### src/rtl/jk_command_driver.sv
// rtl/jk_command_driver.sv - Moore command sequencer driving j/k of a downstream JK flip-flop
// Accepts {op,count} over a dav_/rfd handshake and holds op on j/k for count cycles.
module jk_command_driver #(
  parameter int W = 4
) (
  input  logic         clock,
  input  logic         reset_,
  input  logic         dav_,
  output logic         rfd,
  input  logic [1:0]   op,
  input  logic [W-1:0] count,
  output logic         j,
  output logic         k,
  output logic         busy
);

  typedef enum logic [1:0] {
    S_IDLE  = 2'b00,
    S_ACK   = 2'b01,
    S_DRIVE = 2'b10
  } star_t;

  star_t        star, star_nxt;
  logic [1:0]   op_r, op_nxt;
  logic [W-1:0] cnt_r, cnt_nxt;
  logic         rfd_nxt, j_nxt, k_nxt, busy_nxt;

  always_ff @(posedge clock or negedge reset_) begin
    if (!reset_) begin
      star  <= S_IDLE;
      op_r  <= '0;
      cnt_r <= '0;
      rfd   <= 1'b1;
      j     <= 1'b0;
      k     <= 1'b0;
      busy  <= 1'b0;
    end else begin
      star  <= star_nxt;
      op_r  <= op_nxt;
      cnt_r <= cnt_nxt;
      rfd   <= rfd_nxt;
      j     <= j_nxt;
      k     <= k_nxt;
      busy  <= busy_nxt;
    end
  end

  always_comb begin
    star_nxt = star;
    op_nxt   = op_r;
    cnt_nxt  = cnt_r;
    rfd_nxt  = rfd;
    j_nxt    = j;
    k_nxt    = k;
    busy_nxt = busy;
    case (star)
      S_IDLE: begin
        if (!dav_) begin
          op_nxt   = op;
          cnt_nxt  = count;
          rfd_nxt  = 1'b0;
          busy_nxt = 1'b1;
          star_nxt = S_ACK;
        end
      end
      S_ACK: begin
        if (dav_) begin
          if (cnt_r == '0) begin
            // Zero-count command completes without ever asserting j/k.
            rfd_nxt  = 1'b1;
            busy_nxt = 1'b0;
            star_nxt = S_IDLE;
          end else begin
            {j_nxt, k_nxt} = op_r;
            star_nxt       = S_DRIVE;
          end
        end
      end
      S_DRIVE: begin
        cnt_nxt = cnt_r - W'(1);
        if (cnt_r == W'(1)) begin
          j_nxt    = 1'b0;
          k_nxt    = 1'b0;
          rfd_nxt  = 1'b1;
          busy_nxt = 1'b0;
          star_nxt = S_IDLE;
        end
      end
      default: begin
        star_nxt = S_IDLE;
        op_nxt   = '0;
        cnt_nxt  = '0;
        rfd_nxt  = 1'b1;
        j_nxt    = 1'b0;
        k_nxt    = 1'b0;
        busy_nxt = 1'b0;
      end
    endcase
  end

endmodule

### config.mk
export PLATFORM = sky130hd
export DESIGN_NAME = jk_command_driver
export DESIGN_NICKNAME = d
export VERILOG_FILES = /design/src/rtl/jk_command_driver.sv
export SDC_FILE = /design/constraint.sdc
export NUM_CORES = 1
export LEC_CHECK = 0
export CAP_MARGIN = 20
export CELL_PAD_IN_SITES_DETAIL_PLACEMENT = 1
export CELL_PAD_IN_SITES_GLOBAL_PLACEMENT = 2
export CORE_MARGIN = 1
export CORE_UTILIZATION = 31
export CTS_CLUSTER_SIZE = 24
export DETAILED_ROUTE_END_ITERATION = 8
export HOLD_SLACK_MARGIN = 0.05
export PLACE_DENSITY_LB_ADDON = 0.1
export SETUP_SLACK_MARGIN = 0.15
export SYNTH_ARGS = -nofsm -noshare
export SYNTH_HDL_FRONTEND = slang
export SYNTH_SLANG_ARGS = --single-unit
### constraint.sdc
create_clock -name clock -period 2.2 [get_ports clock]
set_input_delay 0.44 -clock clock [delete_from_list [all_inputs] [get_ports clock]]
set_output_delay 0.44 -clock clock [all_outputs]
set_load 0.005 [all_outputs]
==> impl_metrics.json <==
{
  "crit-reg2reg-capture": "star[1]",
  "grt_pass1_wl_um": 2750,
  "initial_core_util_pct": 32.6,
  "max_freq_mhz": 537,
  "cts_setup_buffers": 0,
  "root_buffer": "clkbuf_4",
  "rsz0062_at_grt": "no",
  "ys_ff_latch": 12,
  "wirelength_um": 1610,
  "antenna_found_initial": 0,
  "worst-r2r-setup-slack_ns": 0.34,
  "yosysMostFrequentCell": "dfrtp_1",
  "numCtsBuffers": 3,
  "min_from": "rfd",
  "synth_cell_type_count": 30,
  "period_share_pct": 84.6,
  "multiInputGateArea_um2": 364,
  "r2r_start": "cnt_r[1]",
  "drtIter0Drc": 1,
  "hp-class": "reg -> reg",
  "fp.dieH_um": 50.0,
  "yosysTopAreaCell": "dfrtp_1",
  "nNetsFinal": 99,
  "tns_ns": 0,
  "grt_pass1_vias": 591,
  "synth_top_area_share_pct": 38.5,
  "wire_per_inst_um": 14.5,
  "seq_area_frac_synth_pct": 42.2,
  "dp_slack_ns": 0.215,
  "holdPathStages": 2,
  "synthCells": 70,
  "hpwl_um": 1180,
  "fp.coreArea_um2": 2190,
  "gp_congestion": 0.695,
  "critPathMaxFanout": 4,
  "holdPathEnd": "rfd",
  "critical-path-max-stage-delay_ns": 0.40,
  "clk_path_buf_depth": 2,
  "cp_cell_sequence": "inv_1 -> ha_1 -> or3b_4 -> a221oi_1 -> mux2_2",
  "reg2reg_depth": 5,
  "vias": 565,
  "slowest_stage": "dfrtp_1",
  "fin_skew_ns": 0.00827,
  "ant_nets": 0,
  "fin_crit_ns": 1.86,
  "status": "complete, no violations",
  "layout-drive-gt1-share_pct": 12.0,
  "cp.arrival_ns": 2.04,
  "synth_edf_count": 0,
  "syn-num-nets": 85,
  "worst_pin_slew_ns": 0.581,
  "grt_max_degree": 13,
  "cts_hold_buf": 0,
  "clkLatencyLatePin_ns": 0.29,
  "max_slew_margin_pct": 61.1,
  "cts_tree": "done",
  "yosysWarnings": 0,
  "pin_count": 13,
  "synth_area_leaders": "dfrtp_1 39%, ha_1 11%, a22o_1 4.9%",
  "hold_viol": 0,
  "grt_use_total_pct": 15.0,
  "ir_drop_mv": 0.576,
  "ys_top_cells_by_count": "11 x dfrtp_1, 9 x inv_1, 6 x ha_1",
  "drc_errors": 0,
  "cts.reportedPaths.clkPinSlew_ns": 0.08,
  "via_per_inst": 5.09,
  "dieArea_um2": 2500,
  "setup_viol": 0,
  "maxSlewViolCount": 0,
  "startpoint_type": "flop",
  "cts_resized": 0,
  "synth_ff_type": "dfrtp_1",
  "avgSynthCellArea_um2": 10.2,
  "timing.final.ws_setup_ns": 0.338,
  "cts.htree.levels": 1,
  "async_flop_share_pct": 100,
  "grt.overflow.total": 0,
  "port_buffers": 12,
  "antenna_cells": 0,
  "seqCellArea_um2": 302,
  "area_growth_pct": 25.7,
  "p_leak_uw": 0.000389,
  "critPathRequiredTime_ns": 2.38,
  "row_count": 17,
  "cts_sinks": 12,
  "cap_violations": 0,
  "drtPass1Iterations": 2,
  "n_fill_cell": 246,
  "die-width_um": 50.0,
  "critPathKind": "reg -> reg",
  "powerDensity_nw_per_um2": 1410,
  "syn-cell-area_um2": 714,
  "critPathCaptureType": "flop"
}
==> per-layer routing <==
layer,routed length [um],track usage [%],up-vias
li1,-,-,282
met1,840,21.4,266
met2,694,20.7,12
met3,40,1.85,5
met4,33,10.0,0
met5,0,0,-
==> worst max path at each step <==
stage | start | to | cells after the start
3_5_place_dp | dav_ | star[1] | 4
6_report | cnt_r[1] | star[1] | 5
5_1_grt | cnt_r[1] | star[1] | 5
2_1_floorplan | cnt_r[1] | star[1] | 5
3_3_place_gp | dav_ | star[1] | 4
4_1_cts | cnt_r[1] | star[1] | 5
==> worst max-delay path, delay by kind of cell (launching register included) <==
family / cells / cell delay (ns)
AOI/OAI and AO/OA: 1 / 0.33
adders and majority gates: 1 / 0.14
buffers and inverters: 1 / 0.11
DFF: 1 / 0.40
muxes: 1 / 0.37
and+or+nand+nor: 1 / 0.40
==> final cells by class <==
| cell class | instances | area share, % |
|---|---|---|
| inverters | 9 | 3.76 |
| repair buffers | 13 | 14.2 |
| clock buffers | 4 | 4.04 |
| flip-flops and latches | 12 | 33.6 |
| well taps | 28 | 3.90 |
| multi-input cells | 45 | 40.5 |
==> kinds of logic after synthesis <==
kind of cell	synth area share, %
adders and majority gates	10.5
AOI/OAI and AO/OA	23.1
DFF	42.2
and+or+nand+nor	13.0
muxes	4.38
buffers and inverters	6.83
==> sequential cells by signal, indices dropped and copies added (netlist names) <==
register  flops
j             1
rfd           1
op_r          2
k             1
busy          1
cnt_r         4
star          2
==> per-stage QoR <==
stage	hold WS (ns)	utilization (%)	cells	area, um^2	total power, uW
after floorplan	0.144	-	70	714	873
after global placement	0.461	39.3	107	862	1090
after detailed placement	0.464	39.3	107	862	1100
after CTS	0.478	41.0	111	898	1300
after global routing	0.498	41.0	111	898	1390
final	0.474	41.0	111	898	1270
==> power by group <==
group	total, uW	internal (uW)	switching [uW]
Clock	184	101	82.7
Sequential	409	326	83.0
Combinational	675	345	331
==> placed cells by master (no fill, tap or decap), types with 3 or more instances in the layout <==
master	count
clkdlybuf4s50_1	12
dfrtp_1	11
inv_1	9
ha_1	6
a22o_1	4
nand3_1	3
o22ai_1	3
nor2_1	3
a21oi_1	3
clkbuf_4	3
No activity file was read; power rests on OpenSTA's default activity.
